## src/rtl/hazard_pkg.sv

```systemverilog
// Shared encodings for the pipeline hazard sequencer: FSM state codes and register constants.
// Pure definitions; no logic, no timing.
package hazard_pkg;

  localparam logic [1:0] ST_RUN        = 2'd0;
  localparam logic [1:0] ST_LOAD_STALL = 2'd1;
  localparam logic [1:0] ST_FLUSH      = 2'd2;
  localparam logic [1:0] ST_HILO_WAIT  = 2'd3;

  localparam logic [4:0] REG_ZERO = 5'd0;

  function automatic int max_int(input int a, input int b);
    return (a > b) ? a : b;
  endfunction

endpackage

```

## src/rtl/hilo_busy_counter.sv

```systemverilog
// Loadable saturating down-counter tracking how long HI/LO stay busy after a mult/div.
// Load wins over decrement; busy is high whenever the count is non-zero.
module hilo_busy_counter #(
  parameter int W = 3
) (
  input  logic         Clk,
  input  logic         Rst,
  input  logic         load_i,
  input  logic [W-1:0] value_i,
  output logic         busy_o
);

  logic [W-1:0] cnt_q, cnt_d;

  always_comb begin
    cnt_d = cnt_q;
    if (load_i) begin
      cnt_d = value_i;
    end else if (cnt_q != '0) begin
      cnt_d = cnt_q - W'(1);
    end
  end

  always_ff @(posedge Clk or negedge Rst) begin
    if (!Rst) begin
      cnt_q <= '0;
    end else begin
      cnt_q <= cnt_d;
    end
  end

  assign busy_o = (cnt_q != '0);

endmodule

```

## src/rtl/pipeline_hazard_ctrl.sv

```systemverilog
// Stall/flush sequencer for the 5-stage MIPS pipeline: load-use, HI/LO and taken-branch hazards.
// Mealy outputs act on a hazard in the cycle it is seen; multi-cycle holds are sequenced by the FSM.
module pipeline_hazard_ctrl
  import hazard_pkg::*;
#(
  parameter int IDEX_DEPTH    = 2,
  parameter int FLUSH_CYCLES  = 2,
  parameter int MULDIV_CYCLES = 4
) (
  input  logic       Clk,
  input  logic       Rst,
  input  logic [4:0] IdRs,
  input  logic [4:0] IdRt,
  input  logic       IdUsesRs,
  input  logic       IdUsesRt,
  input  logic       IdReadHiLo,
  input  logic       IdMulDiv,
  input  logic       ExMemRead,
  input  logic [4:0] ExRt,
  input  logic       BranchTaken,
  output logic       PCWrite,
  output logic       IfIdWrite,
  output logic       IfIdFlush,
  output logic       IdExFlush,
  output logic       ExMemFlush,
  output logic [1:0] State
);

  localparam int SW   = $clog2(max_int(IDEX_DEPTH, FLUSH_CYCLES)) + 1;
  localparam int MD_W = $clog2(MULDIV_CYCLES) + 1;

  logic [1:0]    state_q, state_d;
  logic [SW-1:0] scnt_q, scnt_d;
  logic          load_haz;
  logic          hilo_haz;
  logic          md_busy;
  logic          md_load;

  assign load_haz = ExMemRead && (ExRt != REG_ZERO) &&
                    ((IdUsesRs && (ExRt == IdRs)) || (IdUsesRt && (ExRt == IdRt)));
  assign hilo_haz = IdReadHiLo && md_busy;

  // A taken branch squashes the mult/div in ID, so it must not mark HI/LO busy.
  assign md_load = IdMulDiv && IfIdWrite && !BranchTaken;

  hilo_busy_counter #(
    .W(MD_W)
  ) u_hilo_busy (
    .Clk    (Clk),
    .Rst    (Rst),
    .load_i (md_load),
    .value_i(MD_W'(MULDIV_CYCLES)),
    .busy_o (md_busy)
  );

  always_comb begin
    PCWrite    = 1'b1;
    IfIdWrite  = 1'b1;
    IfIdFlush  = 1'b0;
    IdExFlush  = 1'b0;
    ExMemFlush = 1'b0;
    state_d    = state_q;
    scnt_d     = scnt_q;

    if (BranchTaken) begin
      IfIdFlush  = 1'b1;
      IdExFlush  = 1'b1;
      ExMemFlush = 1'b1;
      if (FLUSH_CYCLES > 1) begin
        state_d = ST_FLUSH;
        scnt_d  = SW'(FLUSH_CYCLES - 2);
      end else begin
        state_d = ST_RUN;
      end
    end else begin
      case (state_q)
        ST_LOAD_STALL: begin
          PCWrite   = 1'b0;
          IfIdWrite = 1'b0;
          IdExFlush = 1'b1;
          if (scnt_q == '0) begin
            state_d = ST_RUN;
          end else begin
            scnt_d = scnt_q - SW'(1);
          end
        end
        ST_FLUSH: begin
          IfIdFlush = 1'b1;
          IdExFlush = 1'b1;
          if (scnt_q == '0) begin
            state_d = ST_RUN;
          end else begin
            scnt_d = scnt_q - SW'(1);
          end
        end
        default: begin
          // RUN and HILO_WAIT share decode; HILO_WAIT just keeps stalling while HI/LO is busy.
          if (load_haz) begin
            PCWrite   = 1'b0;
            IfIdWrite = 1'b0;
            IdExFlush = 1'b1;
            if (IDEX_DEPTH > 1) begin
              state_d = ST_LOAD_STALL;
              scnt_d  = SW'(IDEX_DEPTH - 2);
            end else begin
              state_d = ST_RUN;
            end
          end else if (hilo_haz || ((state_q == ST_HILO_WAIT) && md_busy)) begin
            PCWrite   = 1'b0;
            IfIdWrite = 1'b0;
            IdExFlush = 1'b1;
            state_d   = ST_HILO_WAIT;
          end else begin
            state_d = ST_RUN;
          end
        end
      endcase
    end
  end

  always_ff @(posedge Clk or negedge Rst) begin
    if (!Rst) begin
      state_q <= ST_RUN;
      scnt_q  <= '0;
    end else begin
      state_q <= state_d;
      scnt_q  <= scnt_d;
    end
  end

  assign State = state_q;

endmodule

```

## config.mk

```make
export PLATFORM = sky130hd
export DESIGN_NAME = pipeline_hazard_ctrl
export DESIGN_NICKNAME = d
export VERILOG_FILES = /design/src/rtl/hazard_pkg.sv /design/src/rtl/hilo_busy_counter.sv /design/src/rtl/pipeline_hazard_ctrl.sv
export SDC_FILE = /design/constraint.sdc
export NUM_CORES = 1
export LEC_CHECK = 0
export BUFFER_PORTS_ARGS = -buffer_cell sky130_fd_sc_hd__buf_2
export CORE_ASPECT_RATIO = 0.6
export CORE_UTILIZATION = 28
export DETAILED_ROUTE_END_ITERATION = 10
export PLACE_DENSITY = 0.52
export SLEW_MARGIN = 10
export SYNTH_ARGS = -nofsm -noshare
export SYNTH_HDL_FRONTEND = slang
export SYNTH_SLANG_ARGS = --single-unit
```

## constraint.sdc

```tcl
create_clock -name Clk -period 4.7 [get_ports Clk]
set_input_delay 0.47 -clock Clk [delete_from_list [all_inputs] [get_ports Clk]]
set_output_delay 0.47 -clock Clk [all_outputs]
set_load 0.02 [all_outputs]
```

### Yosys cells after proc, flatten, opt, wreduce, memory -nomap -nowiden

Cells that the tools add are included.

* register bits: 7
* bits of input ports: 23
* output and inout bits: 7

* $add $sub $neg: 2
* eq/ne operators: 7
* multiplexer cells: 22
* reduce and logical (&&, ||, !) cells: 18

Operators by type and width (count)
* 2-bit 2-to-1 mux: 9
* 5-bit == test: 2
* 1-bit 2-to-1 mux: 10
* 1-bit logical AND: 8
* 3-bit 2-to-1 mux: 2
* 3-bit nonzero test: 2
* 5-bit nonzero test: 1
* 2-bit == test, second input constant: 2
* 3-bit by 1-bit inequality test with 1-bit output, second input constant: 1
* 3-bit inequality test, second input constant: 1
* 3-bit by 1-bit subtractor with 3-bit output, second input constant: 1
* 2-bit by 1-bit == test with 1-bit output, second input constant: 1
* 2-bit zero test: 1
* 1-bit logical OR: 2
* 1-bit one-hot mux with 2 select lines: 1
* 2-bit AND reduction: 1
* 2-bit nonzero test: 1
* 2-bit OR reduction: 1
* 2-bit by 1-bit subtractor with 2-bit output, second input constant: 1
* 1-bit zero test: 1

### Longest topological paths before layout

Gate-level depths: netlist of run 1.

* depth after elaboration: 10
* mapped depth: 7
* depth with buffers taken out: 7

### Cells and area by module

A second synthesis of run 1 with hierarchy kept.

* cells, all modules: 81
* area total of the unflattened synthesis: 691.9 sq um

Modules (own cells, without submodules)
* pipeline_hazard_ctrl: instances 1, cells an instance 61, area each 495.5 sq um, sequential area each 100.1 sq um
* hilo_busy_counter: instances 1, cells an instance 20, area each 196.4 sq um, sequential area each 75.1 sq um

### Least setup slack after synthesis of run 1

No wires, ideal clock.

* path kind: input port to output port
* start: in ExRt[1]
* end: out PCWrite
* data arrival time: 1.808 ns
* setup slack: 2.422 ns
* stages on the path: 5
* cells stage by stage: or4_1 -> o21a_1 -> nand2_1 -> a311o_1 -> buf_4

* longest elaborated chain between the ends: 7
* elaborated cells on any way between the ends: 11
* classes of those cells: eq/ne (2); mux (3); reduce/logical (6)

RTL lines
* start: declaration: line pipeline_hazard_ctrl.sv:19 `input logic [4:0] ExRt,`
* 5-bit == test: line pipeline_hazard_ctrl.sv:40 `((IdUsesRs && (ExRt == IdRs)) || (IdUsesRt && (ExRt == IdRt)));`
* 1-bit logical AND: line pipeline_hazard_ctrl.sv:40
* 1-bit logical OR: line pipeline_hazard_ctrl.sv:40
* 1-bit logical AND (*): line pipeline_hazard_ctrl.sv:39 `assign load_haz = ExMemRead && (ExRt != REG_ZERO) &&`
* 1-bit 2-to-1 mux (*)
* 1-bit one-hot mux with 2 select lines (*)
* 1-bit 2-to-1 mux (*)
* end: declaration: line pipeline_hazard_ctrl.sv:21 `output logic PCWrite,`

Mark *: on every way between the ends. The rest lies on a longest branch, timed or not.

### Final worst setup path of run 1

* start: in ExRt[1]
* end: out IfIdWrite

* longest elaborated chain between the ends: 7
* elaborated cells on any way between the ends: 11
* classes of those cells: eq/ne (2); mux (3); reduce/logical (6)

RTL lines
* 5-bit == test: line pipeline_hazard_ctrl.sv:40
* 1-bit logical AND: line pipeline_hazard_ctrl.sv:40
* 1-bit logical OR: line pipeline_hazard_ctrl.sv:40
* 1-bit logical AND (*): line pipeline_hazard_ctrl.sv:39
* 1-bit 2-to-1 mux (*): line pipeline_hazard_ctrl.sv:98 `if (load_haz) begin`
* 1-bit one-hot mux with 2 select lines (*): line pipeline_hazard_ctrl.sv:76 `case (state_q)`
* 1-bit 2-to-1 mux (*): line pipeline_hazard_ctrl.sv:65 `if (BranchTaken) begin`
* end: declaration: line pipeline_hazard_ctrl.sv:22 `output logic IfIdWrite,`

Marked as above.

==> results of run 1 <==
## worst max path at each step
stage                               from   endpoint  slack [ps]  cells past startpoint
CTS                              ExRt[1]  IfIdWrite        2360                      7
global placement                 ExRt[1]  IfIdWrite        2380                      7
detailed placement               ExRt[1]  IfIdWrite        2360                      6
floorplan                        ExRt[1]    PCWrite        2420                      5
finish                           ExRt[1]  IfIdWrite        2350                      6
global route        u_hilo_busy.cnt_q[0]  IfIdWrite        2240                      6
## metrics by stage
stage / instance area (µm²) / setup WS, ps
2_1_floorplan: 614.3 / 2422
3_3_place_gp: 775.7 / 2377
3_5_place_dp: 775.7 / 2365
4_1_cts: 802.0 / 2357
5_1_grt: 802.0 / 2244
6_report: 802.0 / 2353
## per-layer routing
metal	vias to the layer above	share of wire [%]
li1	302	-
met1	272	57
met2	16	36
met3	4	4.3
met4	0	1.9
met5	-	0
## registers in the layout, summed over array words and instances (netlist names)
| name | cells |
|---|---|
| u_hilo_busy.cnt_q | 3 |
| State | 2 |
| scnt_q | 2 |
## cells by family (layout without fill, tap and decap cells)
kind of cell | after synthesis | after routing | share of synthesized area (%)
AOI/OAI and AO/OA | 15 | 15 | 20.36
buffers and inverters | 9 | 39 | 6.719
and+or+nand+nor | 22 | 22 | 18.33
adders and majority gates | 5 | 5 | 10.18
xor gates and xnor gates | 10 | 10 | 14.26
muxes | 1 | 1 | 1.629
DFF | 7 | 7 | 28.51
## power by group through the flow
stage | sequential [W] | clock, W | combinational [W]
final | 0.000104 | 0.0000574 | 0.000259
after global routing | 0.000107 | 0.0000618 | 0.000282
after CTS | 0.000105 | 0.0000578 | 0.000256
after detailed placement | 0.000105 | 0 | 0.000255
after global placement | 0.000104 | 0 | 0.000253
after floorplan | 0.000110 | 0 | 0.000185
## layout by cell type (no fill, tap or decap)
cell type   n
a21oi_1     1
or2_2       1
o22ai_2     1
a311oi_1    2
nand3_1     1
mux2i_1     1
xnor2_1    10
o21ba_1     1
nand3b_1    1
a221o_1     1
a311o_1     1
ha_1        5
nand4b_1    1
o21ai_0     3
clkbuf_1    1
nor3_1      1
a311oi_2    1
nand2_1     7
inv_1       6
nand4_1     2
nor2b_1     3
nor2_1      4
buf_2      29
clkbuf_4    3
a211oi_1    1
o21bai_1    1
dfrtp_1     7
or4_1       1
o21a_1      2
## cells in the mapped netlist, drive strengths merged
library cell  number
nand3              1
xnor2             10
nor2b              3
a311oi             3
o21ba              1
nand3b             1
nand4              2
o21bai             1
or2                1
nand2              7
o21ai              3
inv                6
a311o              1
o21a               2
nor3               1
o22ai              1
or4                1
mux2i              1
nand4b             1
buf                2
dfrtp              7
a211oi             1
clkbuf             1
a221o              1
a21oi              1
nor2               4
ha                 5
## layout make-up
class | instances | share of cell area, %
multi-input cells | 53 | 49.61
well taps | 28 | 4.368
flip-flops and latches | 7 | 21.84
inverters | 6 | 2.808
clock buffers | 4 | 3.276
repair buffers | 29 | 18.10
==> qor.yml, run 1 <==
synth-seq-cells: 7
wl_per_cell_um: 11.76
cpPeakStageDelay_ps: 520
period_needed_ps: 2347
cap_violations: 0
status: "finished, final reports clean"
design.core.area_mm2: 0.001952
htree_levels: 1
critical_path_class: "input port to output pin"
cts_made_buffers: 3
ys_top_cells_by_area: "dfrtp_1 (29%), xnor2_1 (14%), ha_1 (10%), nand2_1 (4.3%), inv_1 (3.7%)"
power_w: 0.0004198
wirelength_um: 1494
antenna_found_initial: 0
ant_nets: 0
grtUsageMet3_pct: 4.464
synth_area_um2: 614.3
clkTransAtPathRegs_ps: 60
synth-seq-area-share_pct: 28.51
grt_max_degree: 11
finalHoldViolCount: 0
fp-row-count: 12
yosys_warnings: 0
cp.buffers_inverters: 2
crit_required_ps: 4230
fp.dieH_um: 38.29
avgViaCountPerCell: 4.677
busiest_layer: "met1"
grtUsageTotal_pct: 13.74
final-max-slew-violation-count: 0
fin_crit_sh_pct: 49.93
register_area_um2: 175.2
gr-usage-met1_pct: 19.86
cts_buffer_depth: 2
use_met2_pct: 17.66
cp_slowest_cell: "or4_1"
p_per_area_mw_per_mm2: 523.4
hold_slack_ps: 34.12
rsz0062_at_grt: "false"
irDropWorstVdd_mv: 0.2984
finalClockSkew_ps: 3.276
first_pass_iters: 4
start_util_pct: 31.47
yosys.area.top_type_share_pct: 28.51
yosysUniqueCellTypes: 28
timing.rr.start: "u_hilo_busy.cnt_q[0]"
clkSinkCount: 7
cts_resized: 0
cp-end-kind: "output pin"
diodes: 0
setup-tns-final_ps: 0
hold_class: "input port to async pin"
hold_buffers: 0
multi_input_area_um2: 397.9
fill_cells: 209
overflow: 0
rr_endpoint: "u_hilo_busy.cnt_q[2]"
start_kind: "input port"
fin_nets: 128
worst-r2r-cell-count: 7
root_buffer: "clkbuf_4"
io_pins: 30
drc: 0
portBuffers: 29
critical-path-top-delay-family: "simple AND/OR/NAND/NOR gates"
instances_no_fill: 127
relSlewSlack_pct: 75.46
synth_cells: 69
cpMostUsedCell: "buf_2"
postCtsSetupBuffers: 0
cp.arrival_ps: 1880
p_int_w: 0.0002231
route.vias.total: 594
final_util_pct: 41.09
finalSetupViolCount: 0
grt_pass1_wl_um: 2346
drive_gt1_share_pct: 35.35
p_seq_share_pct: 24.7
cts_tree: "yes"
avgSynthCellArea_um2: 8.903
clockPowerShare_pct: 13.7
yosys.area.top_type: "dfrtp_1"
switching_power_w: 0.0001967
worst_pin_slew_ps: 367.4
clkLatencyLatePin_ps: 260
grt_pass1_vias: 497
dp_cells: 123
syn_to_final_growth_pct: 30.55
drt-initial-drc-count: 15
p_comb_share_pct: 61.6
p_leak_nw: 0.3647
path_max_fanout: 4
dieWidth_um: 62.47
max_freq_mhz: 426.1
fp.dieArea_mm2: 0.002392
dpl.hpwl_um: 1233
swShare_pct: 46.85
r2r_slack_ps: 2860
syn_nets: 97
worstPathCellList: "buf_2, or4_1, o21a_1, nand2_1, a311o_1, buf_2"
gp_congestion: 0.7057
(Power assumes the default switching activity.)
==> run 2, diff against run 1 <==
Clock period 4.7 ns to 2.4 ns, I/O delays scaled along.
==> run 2 against run 1 <==
Sequential power is 98% higher. Cell count is 0.79% higher. Final area is 1.2% higher. Combinational power is 92% higher. Register-to-register slack worse by 2300 ps. Clock power is 79% higher. Wire length is 6.9% lower. Critical endpoint is now PCWrite. Utilization is 0.51 points higher. Global-route usage is 0.42 points lower. Sequential cell count stayed put. Critical path depth stayed put.
==> qor.yml, run 2 (synthesized netlist as in run 1, its figures left out) <==
regMostFlops: "u_hilo_busy.cnt_q"
most-common-layout-cells: "buf_2 (29), xnor2_1 (10), dfrtp_1 (7), nand2_1 (7), inv_1 (6)"
start_kind: "register"
avgViaCountPerCell: 4.477
design.core.area_mm2: 0.001952
gp_congestion: 0.7058
relSlewSlack_pct: 74.18
worstPathCellList: "inv_1, ha_1, nor2b_1, o21bai_1, a311o_1, buf_2"
hold_slack_ps: 261.4
wl_per_cell_um: 10.87
root_buffer: "clkbuf_4"
htree_levels: 1
cpPeakStageDelay_ps: 360
grt_pass1_wl_um: 2304
p_per_area_mw_per_mm2: 994.1
finalSetupViolCount: 0
route.vias.total: 573
grtUsageTotal_pct: 13.32
finalHoldViolCount: 0
cp_slowest_cell: "dfrtp_1"
final_common_cell: "buf_2"
cap_violations: 0
largest_register_ffs: 3
worst_pin_slew_ps: 386.6
io_pins: 30
critical_path_class: "register to output pin"
grt_pass1_vias: 493
worst-r2r-cell-count: 7
status: "finished, final reports clean"
final_util_pct: 41.60
start_util_pct: 31.47
cts_tree: "yes"
clkSinkCount: 7
hold_class: "input port to register"
wirelength_um: 1391
period_needed_ps: 2123
overflow: 0
drive_gt1_share_pct: 35.00
drc: 0
hold_buffers: 1
crit_required_ps: 2160
ant_nets: 0
cp.arrival_ps: 1880
clkLatencyLatePin_ps: 250
place_area_um2: 775.7
fp-row-count: 12
cp-end-kind: "output pin"
cts_resized: 0
drt-initial-drc-count: 15
fin_nets: 129
antenna_found_initial: 0
cts_made_buffers: 3
final-max-slew-violation-count: 0
portBuffers: 29
syn_to_final_growth_pct: 32.18
path_max_fanout: 5
grt_max_degree: 11
p_leak_nw: 0.3689
fin_crit_sh_pct: 88.46
dieWidth_um: 62.47
first_pass_iters: 4
setup-tns-final_ps: 0
clkTransAtPathRegs_ps: 50
dpl.hpwl_um: 1176
fin_area_um2: 812.0
finalClockSkew_ps: 2.663
worstHoldPathCells: 2
irDropWorstVdd_mv: 0.5021
rsz0062_at_grt: "false"
postCtsSetupBuffers: 0
fp.dieArea_mm2: 0.002392
cts_buffer_depth: 2
fp.dieH_um: 38.29
diodes: 0
max_freq_mhz: 471.0
run 2: cell types whose count changed in the layout (fill, tap and decap cells not counted), sizes merged:
cell         delta
dlygate4sd3     +1
run 2: power breakdown:
part | leakage (nW) | internal (W) | switching (W)
Sequential | 0.0872 | 0.000170 | 0.0000355
Combinational | 0.267 | 0.000204 | 0.000295
Clock | 0.0150 | 0.0000632 | 0.0000400
run 2: layout make-up:
cell class / count / area, µm²
Fill cell: 201 / 1140
Multi-Input combinational cell: 53 / 397.9
Sequential cell: 7 / 175.2
Timing Repair Buffer: 30 / 155.1
Tap cell: 28 / 35.03
Clock buffer: 4 / 26.28
Inverter: 6 / 22.52
run 2: final timing paths:
check,from,to,slack [ps]
max,u_hilo_busy.cnt_q[0],PCWrite,280
max in group asynchronous,Rst,u_hilo_busy.cnt_q[1],1900
min,BranchTaken,State[0],260
max reg2reg,u_hilo_busy.cnt_q[0],u_hilo_busy.cnt_q[0],580
min reg2reg,u_hilo_busy.cnt_q[2],u_hilo_busy.cnt_q[2],560
min in group asynchronous,Rst,u_hilo_busy.cnt_q[2],350
run 2: metrics by stage:
stage,std cells,setup WS [ps],power (W)
finish,128,277.0,0.0008072
detailed placement,123,546.2,0.0007007
floorplan,69,376.6,0.0005782
global route,128,94.88,0.0008850
CTS,128,283.8,0.0008118
global placement,123,535.2,0.0007006
run 2: critical path, delay by kind of cell, from the launching register on:
family	cells	cell delay, ps
AOI/OAI and AO/OA	2	510
DFF	1	360
and+or+nand+nor	1	300
buffers and inverters	2	270
adders and majority gates	1	180
run 2: layer usage:
| layer | wire [µm] | up-vias | GRT usage [%] |
|---|---|---|---|
| li1 | - | 307 | - |
| met1 | 820 | 250 | 20.54 |
| met2 | 500 | 16 | 16.58 |
| met3 | 70 | 0 | 5.357 |
| met4 | 0 | 0 | 1.744 |
| met5 | 0 | - | 0 |
==> run 3, diff against run 2 <==
Clock period 2.4 ns to 2.01 ns, I/O delays scaled along.
==> run 3 against run 2 <==
Setup slack worse by 170 ps. First-iteration DRC count rose by 6.7%. Die area unchanged. Sequential power rose by 18%. Critical path depth stayed put. Cell count increased by 1.6%. Wire length increased by 4.6%. Register-to-register slack worse by 200 ps. Global-route usage is 0.69 points higher. Power is 26% higher. Clock skew fell by 1.6 ps. Largest power group unchanged.
==> qor.yml, run 3 (synthesized netlist as in run 1, its figures left out) <==
status: "finished, final reports clean"
irDropWorstVdd_mv: 0.7418
most-common-layout-cells: "buf_2 (29), xnor2_1 (10), dfrtp_1 (7), nand2_1 (7), inv_1 (6)"
cts_made_buffers: 3
io_pins: 30
cp.arrival_ps: 1700
gp_congestion: 0.7309
design.core.area_mm2: 0.001952
grt_pass1_vias: 524
first_pass_iters: 4
syn_to_final_growth_pct: 35.23
instances_no_fill: 130
setup-tns-final_ps: 0
route.vias.total: 604
cp.buffers_inverters: 2
cap_violations: 0
clkSinkCount: 7
fill_cells: 204
start_kind: "register"
overflow: 0
cts_buffer_depth: 2
p_per_area_mw_per_mm2: 1229
hold_class: "input port to register"
wl_per_cell_um: 11.19
antenna_found_initial: 0
drt-initial-drc-count: 16
p_leak_nw: 0.3813
drive_gt1_share_pct: 37.25
period_needed_ps: 1905
worst_pin_slew_ps: 292.5
max_freq_mhz: 524.9
rsz0062_at_grt: "false"
relSlewSlack_pct: 80.43
fin_crit_sh_pct: 94.77
ant_nets: 0
cp_slowest_cell: "dfrtp_1"
grt_max_degree: 10
cp-end-kind: "output pin"
portBuffers: 29
avgViaCountPerCell: 4.646
regMostFlops: "u_hilo_busy.cnt_q"
grtUsageTotal_pct: 14.01
largest_register_ffs: 3
drc: 0
htree_levels: 1
path_max_fanout: 5
wirelength_um: 1455
fp-row-count: 12
fin_nets: 131
critical-path-top-delay-family: "compound AO/OA/AOI/OAI gates"
finalSetupViolCount: 0
crit_required_ps: 1810
critical_path_class: "register to output pin"
diodes: 0
dieWidth_um: 62.47
clkTransAtPathRegs_ps: 50
start_util_pct: 31.47
final-max-slew-violation-count: 0
postCtsSetupBuffers: 0
final_common_cell: "buf_2"
fp.dieH_um: 38.29
cpPeakStageDelay_ps: 330
dp_cells: 125
finalHoldViolCount: 0
dpl.hpwl_um: 1245
fp.dieArea_mm2: 0.002392
root_buffer: "clkbuf_4"
finalClockSkew_ps: 1.047
worstPathCellList: "inv_1, ha_1, nor2b_1, o21bai_2, a311o_1, buf_2"
clkLatencyLatePin_ps: 250
cts_tree: "yes"
grt_pass1_wl_um: 2421
## run 3: path summary, 6_finish.rpt
kind / depth (start not counted) / end / from / slack [ps]
min in group asynchronous: 2 / u_hilo_busy.cnt_q[0] / Rst / 310
min reg2reg: 1 / State[1] / State[1] / 590
max in group asynchronous: 2 / u_hilo_busy.cnt_q[1] / Rst / 1550
min: 2 / scnt_q[1] / BranchTaken / 210
max reg2reg: 7 / u_hilo_busy.cnt_q[2] / u_hilo_busy.cnt_q[0] / 380
max: 6 / PCWrite / u_hilo_busy.cnt_q[0] / 110
## run 3: per-stage QoR
stage	hold slack, ps	utilization, %	cell area (µm²)	worst slack (ps)	total power, W
floorplan	-94.59	-	614.3	25.56	0.0006904
global placement	39.47	40.51	790.8	222.7	0.0008784
detailed placement	44.14	40.51	790.8	225.2	0.0008788
CTS	202.0	42.37	827.0	31.29	0.001017
global route	219.2	42.56	830.8	3.197	0.001109
finish	205.6	42.56	830.8	105.0	0.001021
## run 3: area by class of cell
cell class	instances	area (µm²)	area share, %
Sequential cell	7	175.2	21.08
Inverter	6	22.52	2.711
Clock buffer	4	26.28	3.163
Multi-Input combinational cell	53	401.6	48.34
Timing Repair Buffer	32	170.2	20.48
Tap cell	28	35.03	4.217
## run 3: power by group
group,total (W),leakage [nW],switching [W],internal (W)
Combinational,0.000648,0.279,0.000370,0.000278
Clock,0.000129,0.0150,0.0000529,0.0000758
Sequential,0.000244,0.0872,0.0000414,0.000203
Total,0.00102,0.381,0.000465,0.000556
## run 3: what timing repair did
| item | in CTS | in global routing |
|---|---|---|
| endpoints found under the setup margin | 0 | 2 |
| hold endpoints to repair | 7 | 0 |
| resized for setup | 0 | 1 |
| hold buffers | 1 | 0 |
## run 3: per-layer routing
metal | track usage, % | wire length, µm
met2 | 18.75 | 553
met4 | 3.488 | 0
met1 | 20.40 | 807
met5 | 0 | 0
met3 | 5.357 | 93
